**src/rtl/multicycle_sequencer.sv**
```systemverilog
// Multi-cycle sequencer: owns IR, control FSM and CMP flags, and
// drives PC, register-file, ALU and data-memory strobes each cycle.
//
// Ports:
//   Clock, Reset              clock, synchronous active-high reset
//   InstrData                 instruction read data (valid in DECODE)
//   below, equal, above       comparator inputs, sampled by CMP
//   DataReady                 data memory completion (used in MEM)
//   InstrRead, PCWrite, PCSel fetch strobe and PC update controls
//   JumpAddress, isImm, Imm   jump target and immediate operand
//   ALUControl                00 add, 01 and, 10 nand, 11 nor
//   Src1, Src2, Dst           register file indices
//   RegWrite, MemToReg        writeback enable and source select
//   DataAddr                  data memory address
//   DataRead, DataWrite       data memory strobes
//   Halted, IllegalOp         sticky status
//   BusError                  sticky status
//   State                     current FSM state
module multicycle_sequencer #(
  parameter int MEM_TIMEOUT = 15
) (
  input  logic        Clock,
  input  logic        Reset,
  input  logic [17:0] InstrData,
  input  logic        below,
  input  logic        equal,
  input  logic        above,
  input  logic        DataReady,
  output logic        InstrRead,
  output logic        PCWrite,
  output logic        PCSel,
  output logic [13:0] JumpAddress,
  output logic        isImm,
  output logic [5:0]  Imm,
  output logic [1:0]  ALUControl,
  output logic [3:0]  Src1,
  output logic [3:0]  Src2,
  output logic [3:0]  Dst,
  output logic        RegWrite,
  output logic        MemToReg,
  output logic [9:0]  DataAddr,
  output logic        DataRead,
  output logic        DataWrite,
  output logic        Halted,
  output logic        IllegalOp,
  output logic        BusError,
  output logic [2:0]  State
);

  typedef enum logic [2:0] {
    S_FETCH  = 3'd0,
    S_DECODE = 3'd1,
    S_EXEC   = 3'd2,
    S_MEM    = 3'd3,
    S_WB     = 3'd4,
    S_HALT   = 3'd5
  } state_t;

  localparam logic [7:0] WAIT_LAST = 8'(MEM_TIMEOUT - 1);

  state_t      state_q;
  state_t      state_d;
  logic [17:0] ir_q;
  logic [2:0]  flags_q;
  logic [7:0]  wait_q;
  logic        halted_q;
  logic        illegal_q;
  logic        bus_err_q;

  logic [3:0]  op;
  logic        is_alu;
  logic        is_mem;
  logic        is_ld;
  logic        is_st;
  logic        is_ill;
  logic        take;
  logic        mem_tmo;
  logic        fld_en;

  // flags_q = {b, e, a}
  logic fb, fe, fa;

  assign op      = ir_q[17:14];
  assign is_alu  = op < 4'd6;
  assign is_ld   = op == 4'd6;
  assign is_st   = op == 4'd7;
  assign is_mem  = is_ld | is_st;
  assign is_ill  = op == 4'hF;
  assign fb      = flags_q[2];
  assign fe      = flags_q[1];
  assign fa      = flags_q[0];
  // Last allowed wait cycle; DataReady here still succeeds.
  assign mem_tmo = !DataReady && (wait_q == WAIT_LAST);

  always_comb begin
    take = 1'b0;
    case (op)
      4'h8:    take = 1'b1;
      4'hA:    take = fe;
      4'hB:    take = fa;
      4'hC:    take = fb;
      4'hD:    take = fa | fe;
      4'hE:    take = fb | fe;
      default: take = 1'b0;
    endcase
  end

  always_ff @(posedge Clock) begin
    if (Reset) begin
      state_q   <= S_FETCH;
      ir_q      <= '0;
      flags_q   <= '0;
      wait_q    <= '0;
      halted_q  <= 1'b0;
      illegal_q <= 1'b0;
      bus_err_q <= 1'b0;
    end else begin
      state_q <= state_d;
      if (state_q == S_DECODE)
        ir_q <= InstrData;
      if (state_q == S_EXEC && op == 4'h9)
        flags_q <= {below, equal, above};
      if (state_q == S_MEM)
        wait_q <= wait_q + 8'd1;
      else
        wait_q <= '0;
      if (state_q == S_EXEC && is_ill)
        illegal_q <= 1'b1;
      if (state_q == S_MEM && mem_tmo)
        bus_err_q <= 1'b1;
      if (state_d == S_HALT)
        halted_q <= 1'b1;
    end
  end

  always_comb begin
    state_d = state_q;
    unique case (state_q)
      S_FETCH:  state_d = S_DECODE;
      S_DECODE: state_d = S_EXEC;
      S_EXEC: begin
        unique case (1'b1)
          is_alu:  state_d = S_WB;
          is_mem:  state_d = S_MEM;
          is_ill:  state_d = S_HALT;
          default: state_d = S_FETCH;
        endcase
      end
      S_MEM: begin
        if (DataReady)
          state_d = is_ld ? S_WB : S_FETCH;
        else if (mem_tmo)
          state_d = S_HALT;
      end
      S_WB:    state_d = S_FETCH;
      S_HALT:  state_d = S_HALT;
      default: state_d = S_FETCH;
    endcase
  end

  always_comb begin
    InstrRead   = 1'b0;
    PCWrite     = 1'b0;
    PCSel       = 1'b0;
    RegWrite    = 1'b0;
    MemToReg    = 1'b0;
    DataRead    = 1'b0;
    DataWrite   = 1'b0;
    fld_en      = 1'b0;
    JumpAddress = '0;
    isImm       = 1'b0;
    Imm         = '0;
    ALUControl  = 2'b00;
    Src1        = '0;
    Src2        = '0;
    Dst         = '0;
    DataAddr    = '0;
    if (!Reset) begin
      unique case (state_q)
        S_FETCH:  InstrRead = 1'b1;
        S_DECODE: PCWrite = 1'b1;
        S_EXEC: begin
          fld_en  = 1'b1;
          PCWrite = take;
          PCSel   = take;
        end
        S_MEM: begin
          fld_en    = 1'b1;
          DataRead  = is_ld;
          DataWrite = is_st;
        end
        S_WB: begin
          fld_en   = 1'b1;
          RegWrite = 1'b1;
          MemToReg = is_ld;
        end
        default: fld_en = 1'b0;
      endcase
    end
    if (fld_en) begin
      JumpAddress = ir_q[13:0];
      Imm         = ir_q[5:0];
      isImm       = (op == 4'd1) || (op == 4'd3);
      Dst         = ir_q[13:10];
      Src1        = is_st ? ir_q[13:10] : ir_q[9:6];
      Src2        = ir_q[3:0];
      DataAddr    = ir_q[9:0];
      case (op)
        4'd2, 4'd3: ALUControl = 2'b01;
        4'd4:       ALUControl = 2'b10;
        4'd5:       ALUControl = 2'b11;
        default:    ALUControl = 2'b00;
      endcase
    end
  end

  assign Halted    = halted_q;
  assign IllegalOp = illegal_q;
  assign BusError  = bus_err_q;
  assign State     = state_q;

endmodule

```
**config.mk**
```make
export PLATFORM = sky130hd
export DESIGN_NAME = multicycle_sequencer
export DESIGN_NICKNAME = d
export VERILOG_FILES = /design/src/rtl/multicycle_sequencer.sv
export SDC_FILE = /design/constraint.sdc
export NUM_CORES = 1
export LEC_CHECK = 0
export BUFFER_PORTS_ARGS = -buffer_cell sky130_fd_sc_hd__buf_2
export CORE_MARGIN = 5
export CORE_UTILIZATION = 51
export DETAILED_ROUTE_END_ITERATION = 7
export PLACE_DENSITY = 0.84
export SETUP_SLACK_MARGIN = 0.15
export SKIP_LAST_GASP = 1
export SLEW_MARGIN = 10
export SYNTH_ARGS = -nofsm -noshare
export SYNTH_HDL_FRONTEND = slang
export SYNTH_SLANG_ARGS = --single-unit
```
**constraint.sdc**
```tcl
create_clock -name Clock -period 3.56 [get_ports Clock]
set_input_delay 0.356 -clock Clock [delete_from_list [all_inputs] [get_ports Clock]]
set_output_delay 0.356 -clock Clock [all_outputs]
set_load 0.005 [all_outputs]
```
# --- Yosys cells after proc, flatten, opt, wreduce, memory -nomap -nowiden ---
# Index checks and enable logic that the tools add are counted.
word_totals:
  reg_bits: 35
  in_bits: 24
  elab_cells: 77
op_classes:
  n_addsub: 1
  order_cmp: 1
  n_eq_ne: 22
  muxes: 32
  n_bitwise: 4
  n_reduce_logical: 10
op_table:
  columns: ["cell", "n"]
  rows:
  - ["$eq A4 B4 Y1 const B", 8]
  - ["$eq A4 B3 Y1 const B", 4]
  - ["$mux W1", 16]
  - ["$mux W4", 4]
  - ["$pmux W3 S5", 1]
  - ["$mux W14", 1]
  - ["$mux W10", 1]
  - ["$eq A3 B3 Y1 const B", 3]
  - ["$mux W3", 3]
  - ["$pmux W3 S3", 1]
  - ["$add A8 B1 Y8 const B", 1]
  - ["$eq A4 B2 Y1 const B", 2]
  - ["$eq A8 B4 Y1 const B", 1]
  - ["$eq A3 B2 Y1 const B", 2]
  - ["$mux W6", 1]
  - ["$pmux W1 S6", 1]
  - ["$pmux W2 S3", 1]
  - ["$eq A4 B1 Y1 const B", 1]
  - ["$logic_and A1 B1 Y1", 4]
  - ["$lt A4 B3 Y1 const B", 1]
  - ["$reduce_or A2 Y1", 2]
  - ["$eq A3 B1 Y1 const B", 1]
  - ["$logic_not A3 Y1", 1]
  - ["$or A1 B1 Y1", 3]
  - ["6 further kinds", 6]

# --- Logic depth before layout (Yosys ltp) ---
depth:
  ltp_word: 6
  depth_mapped: 7

# --- Worst setup path before layout ---
# OpenSTA, ideal clock, no wires.
synth_path:
  path_type: "reg-to-output"
  from: "register state_q[1] (netlist: State[1])"
  to: "output port Imm[0]"
  t_arrival_ns: 1.402
  t_required_ns: 3.204
  slack_ns: 1.802
  path_stages_with_launch: 8
  path_buffers: 3
  path_cell_list: "dfxtp_1 > buf_2 > nand2b_1 > o21ai_0 > and2b_1 > clkbuf_1 > and2_1 > buf_4"
synth_via:
  elab_chain_len: 5
  elab_cells_between_ends: 7
  classes_between: "eq/ne (3); mux (3); reduce/logical (1)"
synth_lines:
  columns: ["element", "line_no", "rtl"]
  rows:
  - ["start, declared", "61", "state_t state_q;"]
  - ["start signal, assigned", "118", "state_q <= state_d;"]
  - ["$eq A3 B2 Y1 / $eq A3 B3 Y1 (equally long branches)", "179", "unique case (state_q)"]
  - ["$reduce_or A3 Y1 (no line) (*)", null, null]
  - ["$mux W1 (*)", "179", null]
  - ["$mux W1 (*)", "178", "if (!Reset) begin"]
  - ["$mux W6 (*)", "200", "if (fld_en) begin"]
  - ["end, declared", "34", "output logic [5:0] Imm,"]
# Every way passes the cells marked *; elsewhere a longest branch is shown, timed or not.

# --- Final worst setup path ---
layout_path:
  from: "register state_q[1] (netlist: State[1])"
  to: "output port PCWrite"
layout_via:
  elab_chain_len: 3
  elab_cells_between_ends: 4
  classes_between: "eq/ne (2); mux (2)"
layout_lines:
  columns: ["element", "line_no", "rtl"]
  rows:
  - ["$eq A3 B2 Y1 / $eq A3 B1 Y1 (equally long branches)", "179", null]
  - ["$pmux W1 S2 (*)", "179", null]
  - ["$mux W1 (*)", "178", null]
  - ["end, declared", "30", "output logic PCWrite,"]
# Marked as above.

==> summary.txt <==
Status - finished clean
CORE AREA - 0.00369 sq mm
CP Data Required Time - 3.20 ns
DRT Pass-1 Iters - 4
Chip width - 72.0 um
Gr ovfl total - 0
Post-synthesis sequential element count - 35
Gr usage total - 17.1%
Vias per inst - 4.97
Worst-path fanout max - 19
Asr flop ratio synth - 0%
Fin util - 61.0%
Fin Setup TNS - 0 ns
Commonest non-fill, non-tap cells in the layout - 81 x buf_2, 38 x nand2_1, 35 x dfxtp_1
Peak supply drop - 0.000272 V
Syn_nets - 272
WL per Instance - 12.7 um
HP Class - in -> reg
Initial antenna violation count - 0
PortBufs - 81
Yosys top cell area share - 35.8%
H-tree depth - 2
Commonest non-fill, non-tap cell in the layout - buf_2
CP bufs+invs - 1
Pin count of the biggest net entering global routing - 36
Drt total wl - 4.34 mm
# fillers - 346
Initial core utilization - 53.1%
Routability cong. - 0.768
Post-CTS Setup Repair Bufs - 0
Vias - 1,696
Final min period - 2.30 ns
Clock-pin slew on the worst setup and hold paths - 0.07 ns
Net Sw Frac - 32.9%
Critical path origin - State[1]
Path length in cells of the critical path - 4
Die height - 72.0 um
DRC viols - 0
Worst slack, placed - 1.56 ns
Synth area leaders - dfxtp_1 36%, buf_4 9.6%, nand2_1 7.3%
Post-Syn Area - 0.00196 sq mm
Antenna Cells - 0
Fin crit share - 64.5%
Worst setup EP type - primary output
Layout Nets - 319
Worst-Skew Late Latency - 0.28 ns
CP max stage cell - dfxtp_1
IO Pins - 82
Seq/Total Area, Yosys - 35.8%
Crit path max-delay family - simple AND/OR/NAND/NOR gates
Top FF cell, synth - dfxtp_1
Synth warn - 0
WP data arrival - 1.94 ns
LEAKAGE - 1.10 nW
Crit Path Category - reg -> out
Cells after DPL - 334
CTS Root Cell - clkbuf_8
CTS buffer count - 5
FF/Latch Area - 701 sq um
Clock network fraction of design power - 27.2%
Synth cell types - 45
Proportion of layout cells with a drive suffix above 1 - 32.4%
Logic gate share of total power - 24.4%
Power after layout - 1.04 mW
Most area-hungry cell type in the Yosys netlist - dfxtp_1
Max Clk Rate - 0.435 GHz
Sequential share of power - 48.4%
Dpl hpwl - 3.27 mm
RSZ-0062 raised after global routing - false
Clock Path Buffers - 2
Net Sw Power - 341 uW
Setup Viol. Count Final - 0
Pwr Density - 461 mW/mm^2
Cell Chain, Critical Path - nand2b_2, or2_1, o22ai_1, buf_2
Hold path startpoint - above
Clock tree sinks - 35
Setup WS post-layout - 1.26 ns
Fin. max-slew vios - 0
Maxcap violations - 0
Footprint of the multi-input gates - 977 sq um
Fin Clk Skew - 0.00645 ns
Vias in the first global route - 1,593
EDFF count, synth - 0
Synthesized area per cell - 7.96 sq um
Relative slew slack - 55.4%
Rows - 22
Syn Inst Count - 246
Worst Hold Depth - 3
Cell-internal power - 695 uW
Number of antenna-violating nets in the routed design - 0
Hold Path Sink - flags_q[0]
CP Launch Type - register
Reg-to-Reg Start - State[0]
First-pass GRT wire length - 7.22 mm
Crit-path max cell delay - 0.54 ns
Area Growth Syn to Fin - 14.8%
RR Endpoint - Halted
Final hold vios - 0
Worst slew pin tran - 0.668 ns
CTS Hold Bufs - 0
Final Non-Filler Cells - 341
Worst R2R Path Depth - 4
Drt first-iter violations - 76
TritonCTS clock tree - yes
Full die area - 0.00518 sq mm
Flop2flop setup slack - 1.75 ns
Post-CTS Resized - 0
-- routing by layer --
metal | vias to the layer above | track usage (%) | wire length (um)
li1 | 892 | - | -
met1 | 757 | 20.4 | 1740
met2 | 39 | 30.0 | 2300
met3 | 8 | 4.71 | 244
met4 | 0 | 5.01 | 55
met5 | - | 0 | 0
-- worst max path at each step --
stage,end,slack (ns)
after floorplan,Imm[0],1.80
after global placement,DataAddr[0],1.58
after detailed placement,DataAddr[0],1.56
after CTS,DataAddr[0],1.25
after global routing,DataAddr[0],1.01
final,PCWrite,1.26
-- worst reg2reg max path, stage by stage (launching register included) --
cell	delay [ns]
dfxtp_1	0.57
nor4bb_1	0.51
nand3_1	0.20
o311a_1	0.21
o32ai_2	0.24
-- power groups by stage --
| stage | Clock, mW | Sequential [mW] | Combinational [mW] |
|---|---|---|---|
| after floorplan | 0 | 0.468 | 0.237 |
| after CTS | 0.293 | 0.500 | 0.256 |
| after global placement | 0 | 0.506 | 0.250 |
| after detailed placement | 0 | 0.508 | 0.255 |
| after global routing | 0.308 | 0.511 | 0.288 |
| final | 0.282 | 0.501 | 0.253 |
-- synthesized netlist by cell type (3+ instances only) --
cell type and instances:
nor2_1 23, a21oi_1 21, nor3_1 3, dfxtp_1 35, buf_2 12, a211oi_1 4, xor2_1 5, nand2b_1 6
nand3_1 5, a31oi_1 3, buf_4 25, mux2i_1 7, inv_1 5, and2_1 14, clkbuf_1 3, nand2_1 38
-- sequential cells by signal, indices dropped and copies added, names as in the netlist --
register,flops
ir_q,18
Halted,1
flags_q,3
BusError,1
wait_q,8
IllegalOp,1
State,3
-- final cells by class --
type	instances	area share, %
clock buffer	6	3.67
clock inverter	1	0.222
inverter	5	0.834
multi-input combinational	165	43.4
sequential	35	31.1
tap	48	2.67
timing repair buffer	81	18.0
-- cells by family after synthesis --
logic type	after synthesis	share of synthesized area, %
flops	35	35.8
xor+xnor	7	3.13
fa+ha+maj	2	1.28
compound gates	37	11.9
simple gates	112	29.9
mux	7	3.58
buf+inv	46	14.4
-- per-stage QoR --
step	hold slack (ns)	area, sq um
floorplan	0.426	1960
global placement	0.437	2160
detailed placement	0.441	2160
CTS	0.303	2250
global route	0.309	2250
finish	0.304	2250
Power figures use the tool's default switching activity.
